`src/rtl/fir_axilite_cfg_pkg.sv`:
```
// Shared definitions for the FIR AXI-lite configuration block: register map,
// ap_ctrl bit positions and the write/read FSM state encodings.
package fir_axilite_cfg_pkg;

  localparam int unsigned ApCtrlOffset  = 32'h00;
  localparam int unsigned DataLenOffset = 32'h10;
  localparam int unsigned TapBaseOffset = 32'h40;

  localparam int unsigned ApStartBit = 0;
  localparam int unsigned ApDoneBit  = 1;
  localparam int unsigned ApIdleBit  = 2;

  typedef enum logic [1:0] {
    W_ADDR,
    W_DATA,
    W_COMMIT
  } w_state_e;

  typedef enum logic [1:0] {
    R_ADDR,
    R_FETCH,
    R_VALID
  } r_state_e;

  // True when addr selects one of the num_taps coefficient words.
  function automatic logic is_tap_addr(input logic [31:0] addr, input int unsigned num_taps);
    return (addr >= TapBaseOffset) && (addr < TapBaseOffset + 32'd4 * num_taps);
  endfunction

endpackage

```
`src/rtl/fir_axilite_cfg.sv`:
```
// AXI-lite configuration slave for the FIR engine: ap_ctrl, data_length and
// tap coefficient access through an external BRAM shared with the engine.
module fir_axilite_cfg
  import fir_axilite_cfg_pkg::*;
#(
  parameter int unsigned pADDR_WIDTH = 12,
  parameter int unsigned pDATA_WIDTH = 32,
  parameter int unsigned Tape_Num    = 11
) (
  input  logic                   axis_clk,
  input  logic                   axis_rst,
  input  logic [pADDR_WIDTH-1:0] awaddr,
  input  logic                   awvalid,
  output logic                   awready,
  input  logic [pDATA_WIDTH-1:0] wdata,
  input  logic                   wvalid,
  output logic                   wready,
  input  logic [pADDR_WIDTH-1:0] araddr,
  input  logic                   arvalid,
  output logic                   arready,
  output logic [pDATA_WIDTH-1:0] rdata,
  output logic                   rvalid,
  input  logic                   rready,
  output logic [3:0]             tap_WE,
  output logic                   tap_EN,
  output logic [pDATA_WIDTH-1:0] tap_Di,
  output logic [pADDR_WIDTH-1:0] tap_A,
  input  logic [pDATA_WIDTH-1:0] tap_Do,
  output logic                   ap_start_o,
  input  logic                   ap_done_i,
  output logic [31:0]            data_length_o,
  input  logic [pADDR_WIDTH-1:0] eng_tap_A,
  input  logic                   eng_tap_EN
);

  localparam logic [pADDR_WIDTH-1:0] CtrlAddr = pADDR_WIDTH'(ApCtrlOffset);
  localparam logic [pADDR_WIDTH-1:0] LenAddr  = pADDR_WIDTH'(DataLenOffset);
  localparam logic [pADDR_WIDTH-1:0] TapAddr  = pADDR_WIDTH'(TapBaseOffset);
  localparam logic [pADDR_WIDTH-1:0] WordMask = ~pADDR_WIDTH'(3);

  w_state_e               w_state_q, w_state_d;
  r_state_e               r_state_q, r_state_d;
  logic [pADDR_WIDTH-1:0] awaddr_q, awaddr_d;
  logic [pDATA_WIDTH-1:0] wdata_q, wdata_d;
  logic [pADDR_WIDTH-1:0] araddr_q, araddr_d;
  logic                   rd_phase_q, rd_phase_d;
  logic                   rd_bram_q, rd_bram_d;
  logic [pDATA_WIDTH-1:0] rdata_q, rdata_d;
  logic                   ap_start_q, ap_start_d;
  logic                   ap_done_q, ap_done_d;
  logic                   ap_idle_q, ap_idle_d;
  logic [31:0]            data_length_q, data_length_d;

  logic                   w_tap, w_is_ctrl, w_is_len, w_commit, w_bram;
  logic                   r_tap, r_is_ctrl, r_is_len, r_bram_req, r_bram_go;
  logic [pADDR_WIDTH-1:0] w_tap_off, r_tap_off;
  logic [pDATA_WIDTH-1:0] ap_ctrl_rd;

  assign w_tap     = is_tap_addr(32'(awaddr_q), Tape_Num);
  assign w_is_ctrl = (awaddr_q == CtrlAddr);
  assign w_is_len  = (awaddr_q == LenAddr);
  assign w_tap_off = (awaddr_q - TapAddr) & WordMask;
  assign w_commit  = (w_state_q == W_COMMIT);
  assign w_bram    = w_commit && w_tap && ap_idle_q;

  assign r_tap      = is_tap_addr(32'(araddr_q), Tape_Num);
  assign r_is_ctrl  = (araddr_q == CtrlAddr);
  assign r_is_len   = (araddr_q == LenAddr);
  assign r_tap_off  = (araddr_q - TapAddr) & WordMask;
  // The BRAM port has one user per cycle; a pending write commit takes it first.
  assign r_bram_req = (r_state_q == R_FETCH) && !rd_phase_q && r_tap && ap_idle_q;
  assign r_bram_go  = r_bram_req && !w_bram;

  assign awready       = (w_state_q == W_ADDR);
  assign wready        = (w_state_q == W_DATA);
  assign arready       = (r_state_q == R_ADDR);
  assign rvalid        = (r_state_q == R_VALID);
  assign rdata         = rdata_q;
  assign ap_start_o    = ap_start_q;
  assign data_length_o = data_length_q;

  always_comb begin
    ap_ctrl_rd             = '0;
    ap_ctrl_rd[ApStartBit] = ap_start_q;
    ap_ctrl_rd[ApDoneBit]  = ap_done_q;
    ap_ctrl_rd[ApIdleBit]  = ap_idle_q;
  end

  always_comb begin
    w_state_d = w_state_q;
    awaddr_d  = awaddr_q;
    wdata_d   = wdata_q;
    unique case (w_state_q)
      W_ADDR: begin
        if (awvalid) begin
          awaddr_d  = awaddr;
          w_state_d = W_DATA;
        end
      end
      W_DATA: begin
        if (wvalid) begin
          wdata_d   = wdata;
          w_state_d = W_COMMIT;
        end
      end
      W_COMMIT: w_state_d = W_ADDR;
      default:  w_state_d = W_ADDR;
    endcase
  end

  always_comb begin
    r_state_d  = r_state_q;
    araddr_d   = araddr_q;
    rd_phase_d = rd_phase_q;
    rd_bram_d  = rd_bram_q;
    rdata_d    = rdata_q;
    unique case (r_state_q)
      R_ADDR: begin
        if (arvalid) begin
          araddr_d   = araddr;
          rd_phase_d = 1'b0;
          r_state_d  = R_FETCH;
        end
      end
      R_FETCH: begin
        if (!rd_phase_q) begin
          if (!(r_bram_req && w_bram)) begin
            rd_phase_d = 1'b1;
            rd_bram_d  = r_bram_req;
          end
        end else begin
          // tap_Do now carries the word addressed in the previous cycle.
          if (r_is_ctrl) begin
            rdata_d = ap_ctrl_rd;
          end else if (r_is_len) begin
            rdata_d = pDATA_WIDTH'(data_length_q);
          end else if (r_tap) begin
            rdata_d = rd_bram_q ? tap_Do : '1;
          end else begin
            rdata_d = '0;
          end
          rd_phase_d = 1'b0;
          r_state_d  = R_VALID;
        end
      end
      R_VALID: begin
        if (rready) r_state_d = R_ADDR;
      end
      default: r_state_d = R_ADDR;
    endcase
  end

  always_comb begin
    ap_start_d    = 1'b0;
    ap_done_d     = ap_done_q;
    ap_idle_d     = ap_idle_q;
    data_length_d = data_length_q;
    if (w_commit && ap_idle_q) begin
      if (w_is_ctrl && wdata_q[ApStartBit]) begin
        ap_start_d = 1'b1;
        ap_idle_d  = 1'b0;
      end
      if (w_is_len) data_length_d = 32'(wdata_q);
    end
    if (rvalid && rready && r_is_ctrl) ap_done_d = 1'b0;
    if (ap_done_i) begin
      ap_done_d = 1'b1;
      ap_idle_d = 1'b1;
    end
  end

  always_comb begin
    tap_WE = 4'h0;
    tap_EN = 1'b0;
    tap_Di = '0;
    tap_A  = '0;
    if (!ap_idle_q) begin
      tap_A  = eng_tap_A;
      tap_EN = eng_tap_EN;
    end else if (w_bram) begin
      tap_A  = w_tap_off;
      tap_EN = 1'b1;
      tap_WE = 4'hF;
      tap_Di = wdata_q;
    end else if (r_bram_go) begin
      tap_A  = r_tap_off;
      tap_EN = 1'b1;
    end
  end

  always_ff @(posedge axis_clk or posedge axis_rst) begin
    if (axis_rst) begin
      w_state_q     <= W_ADDR;
      r_state_q     <= R_ADDR;
      awaddr_q      <= '0;
      wdata_q       <= '0;
      araddr_q      <= '0;
      rd_phase_q    <= 1'b0;
      rd_bram_q     <= 1'b0;
      rdata_q       <= '0;
      ap_start_q    <= 1'b0;
      ap_done_q     <= 1'b0;
      ap_idle_q     <= 1'b1;
      data_length_q <= '0;
    end else begin
      w_state_q     <= w_state_d;
      r_state_q     <= r_state_d;
      awaddr_q      <= awaddr_d;
      wdata_q       <= wdata_d;
      araddr_q      <= araddr_d;
      rd_phase_q    <= rd_phase_d;
      rd_bram_q     <= rd_bram_d;
      rdata_q       <= rdata_d;
      ap_start_q    <= ap_start_d;
      ap_done_q     <= ap_done_d;
      ap_idle_q     <= ap_idle_d;
      data_length_q <= data_length_d;
    end
  end

endmodule

```
`config.mk`:
```
export PLATFORM = sky130hd
export DESIGN_NAME = fir_axilite_cfg
export DESIGN_NICKNAME = d
export VERILOG_FILES = /design/src/rtl/fir_axilite_cfg_pkg.sv /design/src/rtl/fir_axilite_cfg.sv
export SDC_FILE = /design/constraint.sdc
export NUM_CORES = 1
export LEC_CHECK = 0
export BUFFER_PORTS_ARGS = -buffer_cell sky130_fd_sc_hd__buf_2
export CORE_UTILIZATION = 50
export CTS_CLUSTER_SIZE = 40
export DETAILED_ROUTE_END_ITERATION = 10
export PLACE_DENSITY = 0.87
export SLEW_MARGIN = 5
export SYNTH_ARGS = -nofsm -noshare
export SYNTH_HDL_FRONTEND = slang
export SYNTH_SLANG_ARGS = --single-unit
```
`constraint.sdc`:
```
create_clock -name axis_clk -period 4.65 [get_ports axis_clk]
set_input_delay 0.2325 -clock axis_clk [delete_from_list [all_inputs] [get_ports axis_clk]]
set_output_delay 0.2325 -clock axis_clk [all_outputs]
set_load 0.01 [all_outputs]
```
==> results of run 1 <==
[final cells by class]
cell class	count	area (um2)
clock inverters	6	55.1
flip-flops and latches	129	3230
fillers	899	3860
repair buffers	227	1140
clock buffers	25	495
inverters	13	56.3
multi-input cells	361	2600
well taps	143	179
[metal layers]
layer	GRT usage, %	up-vias
li1	-	2295
met5	0	-
met3	6.59	49
met1	33.2	2440
met2	43.5	223
met4	13.9	0
[power groups by stage]
stage          combinational [mW]  sequential (mW)  clock [mW]
2_1_floorplan               0.722             1.69           0
3_3_place_gp                0.969             1.74           0
3_5_place_dp                 1.01             1.78           0
4_1_cts                      1.02             1.77        1.25
5_1_grt                      1.13             1.82        1.30
6_report                     1.02             1.77        1.23
[path summary, 6_finish.rpt]
| path | cells after the start | startpoint | endpoint |
|---|---|---|---|
| max reg2reg | 7 | araddr_q[7] | rdata[11] |
| min | 2 | ap_done_i | ap_done_q |
| min reg2reg | 1 | ap_done_q | ap_done_q |
| max | 8 | araddr_q[7] | tap_A[6] |
| max in group asynchronous | 3 | axis_rst | awaddr_q[9] |
| min in group asynchronous | 2 | axis_rst | rdata[3] |
[Yosys cell counts (3+ instances only)]
master	instances
sky130_fd_sc_hd__clkbuf_1	17
sky130_fd_sc_hd__ha_1	6
sky130_fd_sc_hd__or4_1	3
sky130_fd_sc_hd__a22oi_1	3
sky130_fd_sc_hd__nor2b_1	34
sky130_fd_sc_hd__a31oi_1	4
sky130_fd_sc_hd__nor3_1	4
sky130_fd_sc_hd__buf_4	4
sky130_fd_sc_hd__buf_1	7
sky130_fd_sc_hd__o21ai_0	10
sky130_fd_sc_hd__nand3_1	11
sky130_fd_sc_hd__nand2_1	87
sky130_fd_sc_hd__a21oi_1	7
sky130_fd_sc_hd__a21o_1	3
sky130_fd_sc_hd__mux2_2	86
sky130_fd_sc_hd__nor2_1	12
sky130_fd_sc_hd__o221ai_1	29
sky130_fd_sc_hd__dfrtp_1	128
sky130_fd_sc_hd__buf_2	6
sky130_fd_sc_hd__or3_1	3
sky130_fd_sc_hd__inv_1	12
sky130_fd_sc_hd__and2_1	35
[cell families (layout without fill, tap and decap cells)]
logic type                 after synthesis  in the layout
AOI/OAI and AO/OA                       60             60
and+or+nand+nor                        204            204
buffers and inverters                   51            271
adders and majority gates                6              6
DFF                                    129            129
xor gates and xnor gates                 4              4
muxes                                   87             87
[sequential cells by signal, indices dropped and copies added, names as in the netlist, 2 cells and up]
register       count
data_length_o     32
rdata             32
wdata_q           32
araddr_q          12
awaddr_q          12
r_state_q          2
w_state_q          2
==> metrics.log, run 1 <==
[metrics] remaining global-route overflow: 0
[metrics] clock latency on the worst-skew pair: 0.41 ns
[metrics] flops & latches, synth: 129
[metrics] failing checks: design-rule violations
[metrics] XOR/XNOR share of the synthesized area: 0.578%
[metrics] synthesis-to-layout area growth: 28.0%
[metrics] top library cells by usage in the layout, fill and taps aside: sky130_fd_sc_hd__buf_2, sky130_fd_sc_hd__dfrtp_1, sky130_fd_sc_hd__mux2_2
[metrics] core box area: 11600 um2
[metrics] simple-gate portion of the synthesized area: between 10% and 20%
[metrics] Worst setup EP type: output port
[metrics] relative slew slack: between 10% and 20%
[metrics] IO Pins: 226
[metrics] classification of the worst setup path: flip-flop to output port
[metrics] sequential-to-total area share from yosys stat: 53.3%
[metrics] half-perimeter wire length after detailed placement: 10.9 mm
[metrics] transition time of the tightest slew-check pin: approximately 1.2 ns
[metrics] Comb power frac: 25.3%
[metrics] reported max-cap violation count: 0
[metrics] pin count of the biggest net entering global routing: 84
[metrics] outcome: finished with violations
[metrics] adder-cell share of the synthesized area: 1.24%
[metrics] crit path max fanout: 8
[metrics] antenna violations before repair: 0
[metrics] num rows: 39
[metrics] post-detailed-placement cell area: 7200 um2
[metrics] most common cell after layout, fill and taps aside: sky130_fd_sc_hd__buf_2
[metrics] setup repair after global routing missed its margin: no
[metrics] cts-stage hold buffer count: 0
[metrics] overall track demand over capacity in global routing: 26.7%
[metrics] register-to-register path setup slack: ~1.5 ns
[metrics] commonest register cell after synthesis: sky130_fd_sc_hd__dfrtp_1
[metrics] Crit path arrival time: 3.39 ns
[metrics] Final nets: between 800 and 900
[metrics] net count after synthesis: around 660
[metrics] Max Clock Skew: just under 0.008 ns
[metrics] clock tree from TritonCTS: built
[metrics] routed length on met1: 6.44 mm
[metrics] area share of the largest cell type after synthesis: around 53%
[metrics] crit start category: flip-flop
[metrics] I/O Buffers: 225
[metrics] number of buffer and inverter stages on the critical path: 2
[metrics] largest stage delay on the critical path: 0.95 ns
[metrics] post-route setup slack: 1.03 ns
[metrics] dominant cell type by area after synthesis: sky130_fd_sc_hd__dfrtp_1
[metrics] utilization after layout: 66.8%
[metrics] switching share of power: 31.3%
[metrics] Worst path top cell family by delay: simple AND/OR/NAND/NOR gates
[metrics] number of remaining DRC errors: 12
[metrics] number of iterations in the first detailed-routing pass: 8
[metrics] root buffer cell: sky130_fd_sc_hd__clkbuf_16
[metrics] total power draw: roughly 4.0 mW
[metrics] cell count after synthesis: 541
[metrics] maximum operating frequency: between 200 and 300 MHz
[metrics] Synth Warn #: 0
[metrics] Final Critical Period: 3.62 ns
[metrics] Max Root-Sink Buffers: 2
[metrics] Initial Utilization: 52.2%
[metrics] dominant cells by area after synthesis: sky130_fd_sc_hd__dfrtp_1, sky130_fd_sc_hd__mux2_2, sky130_fd_sc_hd__nand2_1, sky130_fd_sc_hd__o221ai_1, sky130_fd_sc_hd__and2_1
[metrics] final weighted congestion in routability-driven placement: 0.958
[metrics] post-synthesis average cell area: about 11 um2
[metrics] total length of routed wires: 15.9 mm
[metrics] clock sinks: 129
[metrics] final-report max-slew violation count: 0
[metrics] post-DR vias/cell: approximately 5.5
[metrics] buffer count from post-CTS setup fixing: 0
[metrics] fraction of synthesis flops using an asynchronous set or reset pin: 100%
[metrics] Finished Layout Cells: 904
[metrics] die width: 112 um
[metrics] DRC violation total after the first TritonRoute iteration: 358
[metrics] routed wl met3: between 1 and 1.5 mm
[metrics] post-route design area: 7750 um2
[metrics] P_int: 2.76 mW
[metrics] top layer reached by signal wires: met4
[metrics] share of cells above drive strength 1: 46.0%
[metrics] via count of the first global-routing pass: 5065
[metrics] count of flip-flops with a built-in enable after synthesis: 0
[metrics] proportion of power drawn by flip-flops and latches: 44.1%
[metrics] setup slack at placement: 1.53 ns
[metrics] antenna-violating nets left: 0
[metrics] post-synthesis mux area share: 16.2%
[metrics] total power divided by cell area: 518 nW/um2
[metrics] crit share post-route: between 70% and 80%
[metrics] count of antenna diodes in the layout: 0
[metrics] vias post-DR: ~5000
[metrics] die extent in y: about 110 um
[metrics] cts bufs inserted: 17
[metrics] Final Hold Fails: 0
[metrics] Peak VDD IR: 0.307 mV
[metrics] final worst hold slack: just under 0.04 ns
[metrics] main combinational cell family by area after synthesis: simple AND/OR/NAND/NOR gates
[metrics] power spent charging and discharging nets: about 1.3 mW
[metrics] post-cts sizing count: 0
[metrics] cell type of the slowest stage on the worst timing path: sky130_fd_sc_hd__nor4bb_1
[metrics] fraction of power consumed by the clock network: between 30 and 40%
[metrics] detailed-routed wire length on met2: slightly below 8 mm
[metrics] CTS H-Tree Depth: 4
[metrics] worst path required time: 4.42 ns
[metrics] Final setup viols: 0
[metrics] Inst Count DP: 873
[metrics] post-route setup TNS: 0 ns
[metrics] leakage power: 4.05 nW
[metrics] clock input transition at the sequential cells of the worst setup and hold paths: 0.05 ns
[metrics] Avg WL per Cell: 17.6 um
[metrics] summed instance area of the synthesized netlist: 6060 um2
[metrics] worst hold-check path type: input port to flip-flop
[metrics] list of cells traversed by the critical path: inv_1 -> ha_1 -> or4b_1 -> o21a_1 -> nor4bb_1 -> nand4_1 -> nand3_1 -> buf_2
[metrics] complex-gate fraction of the synthesized area: 7.27%
[metrics] die area: approximately 13000 um2
[metrics] wire length of the first global-routing pass: 26.0 mm
[metrics] post-synthesis cell type count: 43
Power figures use the tool's default switching activity.
==> inputs of run 2 (changes only) <==
==> constraint.sdc (replaced) <==
create_clock -name axis_clk -period 3.7 [get_ports axis_clk]
set_input_delay 0.185 -clock axis_clk [delete_from_list [all_inputs] [get_ports axis_clk]]
set_output_delay 0.185 -clock axis_clk [all_outputs]
set_load 0.01 [all_outputs]
==> run 2 against run 1 <==
The flow still finishes with violations (design-rule violations). Flip-flop and latch count is the same. Sequential share of layout area shrank 1.6 points. Cell count grew 3.1%. Power grew 28%. Critical path depth grew 1. Global-route usage grew 0.72 points. Critical path type unchanged. Largest power group unchanged.
==> metrics.log, run 2 (synthesis gave the netlist of run 1 again) <==
[metrics] maximum operating frequency: around 300 MHz
[metrics] Final setup viols: 0
[metrics] core box area: 11600 um2
[metrics] met2 usage: between 40 and 50%
[metrics] half-perimeter wire length after detailed placement: 11.0 mm
[metrics] post-DR vias/cell: 5.49
[metrics] synthesis-to-layout area growth: 33.1%
[metrics] die extent in y: 112 um
[metrics] post-route setup slack: 0.330 ns
[metrics] Avg WL per Cell: approximately 18 um
[metrics] DRC violation total after the first TritonRoute iteration: 261
[metrics] vias post-DR: between 5000 and 6000
[metrics] pin count of the biggest net entering global routing: 71
[metrics] Worst setup EP type: output port
[metrics] root buffer cell: sky130_fd_sc_hd__clkbuf_16
[metrics] final weighted congestion in routability-driven placement: between 0.9 and 1
[metrics] Sequential cell area: 3230 um2
[metrics] leakage power: 4.17 nW
[metrics] Peak VDD IR: 0.368 mV
[metrics] relative slew slack: 28.3%
[metrics] remaining global-route overflow: 0
[metrics] transition time of the tightest slew-check pin: 1.07 ns
[metrics] post-route setup TNS: 0 ns
[metrics] IO Pins: around 230
[metrics] clock latency on the worst-skew pair: 0.41 ns
[metrics] crit share post-route: 91.1%
[metrics] most common cell after layout, fill and taps aside: sky130_fd_sc_hd__buf_2
[metrics] Final Hold Fails: 0
[metrics] M3 GR Usage: 6.64%
[metrics] Final nets: 893
[metrics] num rows: 39
[metrics] buffer count from post-CTS setup fixing: 0
[metrics] setup slack at placement: 0.794 ns
[metrics] I/O Buffers: around 230
[metrics] antenna violations before repair: 1
[metrics] reported max-cap violation count: 0
[metrics] area of the multi-input gates: ~2600 um2
[metrics] GR met1 Demand/Resource: 31.9%
[metrics] classification of the worst setup path: flip-flop to output port
[metrics] count of antenna diodes in the layout: 0
[metrics] total length of routed wires: between 15 and 20 mm
[metrics] top library cells by usage in the layout, fill and taps aside: sky130_fd_sc_hd__buf_2, sky130_fd_sc_hd__dfrtp_1, sky130_fd_sc_hd__mux2_2
[metrics] worst hold-check path type: input port to flip-flop
[metrics] Finished Layout Cells: 932
[metrics] die width: 112 um
[metrics] clock sinks: 129
[metrics] post-cts sizing count: 0
[metrics] most congested layer reported by global routing: met2
[metrics] worst path required time: 3.51 ns
[metrics] register-to-register path setup slack: about 0.99 ns
[metrics] total power divided by cell area: between 600 and 700 nW/um2
[metrics] Final Critical Period: 3.37 ns
[metrics] via count of the first global-routing pass: approximately 5400
[metrics] crit path max fanout: 44
[metrics] number of remaining DRC errors: 12
[metrics] clock input transition at the sequential cells of the worst setup and hold paths: about 0.05 ns
[metrics] total power draw: 5.14 mW
[metrics] crit start category: flip-flop
[metrics] wire length of the first global-routing pass: around 27 mm
[metrics] Max Root-Sink Buffers: 2
[metrics] number of iterations in the first detailed-routing pass: 8
[metrics] final-report max-slew violation count: 0
[metrics] cts-stage hold buffer count: 27
[metrics] Crit path arrival time: roughly 3.2 ns
[metrics] antenna-violating nets left: 0
[metrics] failing checks: design-rule violations
[metrics] overall track demand over capacity in global routing: 27.4%
[metrics] Initial Utilization: a little over half
[metrics] Max Clock Skew: 0.00971 ns
[metrics] Inst Count DP: 876
[metrics] outcome: finished with violations
[metrics] setup repair after global routing missed its margin: no
[metrics] cts bufs inserted: 17
[metrics] clock tree from TritonCTS: built
[metrics] die area: 12600 um2
[metrics] CTS H-Tree Depth: 4
[metrics] share of cells above drive strength 1: 44.4%
[metrics] utilization after layout: 69.4%
[metrics] # fillers: 846
==> run 2: final timing paths <==
path | startpoint | to | cells past startpoint
max | awaddr_q[7] | tap_A[6] | 9
min | araddr[1] | araddr_q[1] | 2
max reg2reg | awaddr_q[7] | rd_phase_q | 8
min reg2reg | ap_done_q | ap_done_q | 1
max in group asynchronous | axis_rst | ap_idle_q | 4
min in group asynchronous | axis_rst | rdata[28] | 3
==> run 2: per-layer routing <==
metal	share of wire [%]	up-vias	routed length [um]
li1	-	2347	-
met4	3.4	0	562
met3	6.8	50	1130
met5	0	-	0
met2	50	234	8330
met1	40	2489	6620
==> run 2: worst max-delay path: stages (launching register included) <==
cell and delay [ns]:
sky130_fd_sc_hd__dfrtp_1 0.38, sky130_fd_sc_hd__inv_1 0.13, sky130_fd_sc_hd__ha_1 0.18, sky130_fd_sc_hd__or4b_2 0.58
sky130_fd_sc_hd__o21a_1 0.19, sky130_fd_sc_hd__or3_1 0.55, sky130_fd_sc_hd__clkinv_4 0.32, sky130_fd_sc_hd__nand3_1 0.18
sky130_fd_sc_hd__nand3_1 0.12, sky130_fd_sc_hd__buf_2 0.14
==> run 2: power breakdown <==
part | switching [mW] | internal (mW)
registers | 0.392 | 1.84
clock network | 0.575 | 1.02
logic | 0.647 | 0.668
==> run 2: cell type report <==
cell class                 instances  area share (%)
sequential                       129            40.1
multi-input combinational        361            32.2
timing repair buffer             257            17.9
clock buffer                      24            5.85
tap                              143            2.22
clock inverter                     5            1.01
inverter                          13           0.698
==> run 2: per-stage QoR <==
step / area (um2) / hold WS, ns
final: 8060 / 0.0133
after global placement: 7240 / 0.353
after CTS: 8060 / 0.0000356
after global routing: 8060 / 0.00522
after floorplan: 6060 / 0.277
after detailed placement: 7240 / 0.366
==> inputs of run 3 (changes only) <==
--- a/config.mk
+++ b/config.mk
@@ -6,7 +6,9 @@
 export NUM_CORES = 1
 export LEC_CHECK = 0
 export BUFFER_PORTS_ARGS = -buffer_cell sky130_fd_sc_hd__buf_2
-export CORE_UTILIZATION = 50
+export CELL_PAD_IN_SITES_DETAIL_PLACEMENT = 1
+export CELL_PAD_IN_SITES_GLOBAL_PLACEMENT = 1
+export CORE_UTILIZATION = 38
 export CTS_CLUSTER_SIZE = 40
 export DETAILED_ROUTE_END_ITERATION = 10
 export PLACE_DENSITY = 0.87
==> run 3 against run 2 <==
Highest routed layer unchanged. Global-route usage is 3.1 points lower. Clock skew is 0.0010 ns higher. The run now ends clean. Combinational power hardly changed. Critical path depth stayed put. Utilization is 15 points lower. Clock power is 10% higher. First-iteration DRC count is 21% lower. Die area is 31% higher.
==> metrics.log, run 3 (synthesis gave the netlist of run 1 again) <==
[metrics] outcome: finished, final reports clean
[metrics] total power divided by cell area: approximately 640 nW/um2
[metrics] list of cells traversed by the critical path: inv_1 -> ha_1 -> or4b_2 -> o21a_1 -> or3_1 -> clkinv_4 -> nand3_1 -> nand3_1 -> buf_2
[metrics] final worst hold slack: approximately 0.016 ns
[metrics] root buffer cell: sky130_fd_sc_hd__clkbuf_16
[metrics] clock latency on the worst-skew pair: 0.41 ns
[metrics] maximum operating frequency: 289 MHz
[metrics] Final Hold Fails: 0
[metrics] total power draw: between 5 and 6 mW
[metrics] setup repair after global routing missed its margin: no
[metrics] Crit path arrival time: about 3.3 ns
[metrics] Worst path top cell family by delay: simple AND/OR/NAND/NOR gates
[metrics] cts-stage hold buffer count: 39
[metrics] antenna-violating nets left: 0
[metrics] Avg WL per Cell: 18.8 um
[metrics] buffer count from post-CTS setup fixing: 0
[metrics] GR met1 Demand/Resource: around 28%
[metrics] CTS H-Tree Depth: 4
[metrics] core box area: 15400 um2
[metrics] switching share of power: between 30% and 40%
[metrics] post-route setup TNS: 0 ns
[metrics] die width: 128 um
[metrics] DRC violation total after the first TritonRoute iteration: 206
[metrics] number of buffer and inverter stages on the critical path: 3
[metrics] die area: between 15000 and 20000 um2
[metrics] Inst Count DP: 947
[metrics] final weighted congestion in routability-driven placement: 0.780
[metrics] Max Clock Skew: 0.0107 ns
[metrics] remaining global-route overflow: 0
[metrics] Finished Layout Cells: about 1000
[metrics] via count of the first global-routing pass: about 5600
[metrics] largest stage delay on the critical path: 0.60 ns
[metrics] clock input transition at the sequential cells of the worst setup and hold paths: 0.06 ns
[metrics] reported max-cap violation count: 0
[metrics] met2 usage: 43.3%
[metrics] Final setup viols: 0
[metrics] transition time of the tightest slew-check pin: 1.09 ns
[metrics] M3 GR Usage: between 5 and 6%
[metrics] classification of the worst setup path: flip-flop to output port
[metrics] relative slew slack: 27.1%
[metrics] pin count of the biggest net entering global routing: 68
[metrics] utilization after layout: 54.4%
[metrics] leakage power: ~4.3 nW
[metrics] setup slack at placement: 0.689 ns
[metrics] Worst setup EP type: output port
[metrics] most congested layer reported by global routing: met2
[metrics] die extent in y: 128 um
[metrics] clock tree from TritonCTS: built
[metrics] number of remaining DRC errors: 0
[metrics] num rows: between 40 and 50
[metrics] Final Critical Period: 3.46 ns
[metrics] I/O Buffers: approximately 230
[metrics] IO Pins: about 230
[metrics] clock sinks: 129
[metrics] proportion of power drawn by flip-flops and latches: 42.0%
[metrics] cell type of the slowest stage on the worst timing path: sky130_fd_sc_hd__or4b_2
[metrics] top library cells by usage in the layout, fill and taps aside: sky130_fd_sc_hd__buf_2, sky130_fd_sc_hd__dfrtp_1, sky130_fd_sc_hd__mux2_2
[metrics] total length of routed wires: 19.1 mm
[metrics] cts bufs inserted: 17
[metrics] worst path required time: 3.51 ns
[metrics] vias post-DR: just over 5000
[metrics] crit start category: flip-flop
[metrics] Comb power frac: about 25%
[metrics] power spent charging and discharging nets: 1.67 mW
[metrics] Initial Utilization: 39.4%
[metrics] post-route design area: between 8000 and 9000 um2
[metrics] crit path max fanout: 44
[metrics] antenna violations before repair: 1
[metrics] worst hold-check path type: input port to flip-flop
[metrics] synthesis-to-layout area growth: 38.1%
[metrics] most frequent cell on the critical path: sky130_fd_sc_hd__nand3_1
[metrics] final-report max-slew violation count: 0
[metrics] Peak VDD IR: ~0.35 mV
[metrics] share of cells above drive strength 1: 44.5%
[metrics] half-perimeter wire length after detailed placement: 12.5 mm
[metrics] Final nets: ~900
[metrics] wire length of the first global-routing pass: around 30 mm
[metrics] post-route setup slack: 0.239 ns
[metrics] post-cts sizing count: 0
[metrics] number of iterations in the first detailed-routing pass: 4
[metrics] post-detailed-placement cell area: 7340 um2
[metrics] most common cell after layout, fill and taps aside: sky130_fd_sc_hd__buf_2
[metrics] post-DR vias/cell: 5.09
[metrics] Max Root-Sink Buffers: 2
[metrics] overall track demand over capacity in global routing: 24.4%
[metrics] fraction of power consumed by the clock network: between 30 and 40%
[metrics] crit share post-route: about 94%
[metrics] P_int: around 3.7 mW
-- run 3: final timing paths --
path | cells after the start | to | from | slack, ns
worst max-delay path | 9 | tap_A[6] | awaddr_q[7] | 0.24
worst min-delay path | 3 | awaddr_q[7] | awaddr[7] | 0.02
worst max register to register | 9 | rdata[21] | araddr_q[7] | 0.82
worst min register to register | 2 | rdata[25] | rdata[25] | 0.48
max in group asynchronous | 4 | ap_idle_q | axis_rst | 2.32
min in group asynchronous | 3 | rdata[10] | axis_rst | 0.51
-- run 3: worst min-delay path, stage by stage --
cell and delay [ns]:
sky130_fd_sc_hd__buf_2 0.09, sky130_fd_sc_hd__nand2_1 0.04, sky130_fd_sc_hd__o21ai_0 0.07
-- run 3: layout make-up --
type | instances | area, um2
antenna | 1 | 2.50
clock buffer | 27 | 563
clock inverter | 3 | 65.1
fill | 1730 | 7010
inverter | 13 | 56.3
multi-input combinational | 361 | 2600
sequential | 129 | 3230
tap | 211 | 264
timing repair buffer | 272 | 1590
-- run 3: layer usage --
metal	vias to the layer above	part of all wire, %
li1	2367	-
met1	2612	38
met2	165	54
met3	36	5.4
met4	0	2.5
met5	-	0
-- run 3: power by group through the flow --
stage / clock network [mW] / logic [mW] / registers (mW)
6_report: 1.75 / 1.35 / 2.25
5_1_grt: 1.84 / 1.49 / 2.32
4_1_cts: 1.79 / 1.36 / 2.25
3_5_place_dp: 0 / 1.31 / 2.26
3_3_place_gp: 0 / 1.25 / 2.22
2_1_floorplan: 0 / 0.907 / 2.13
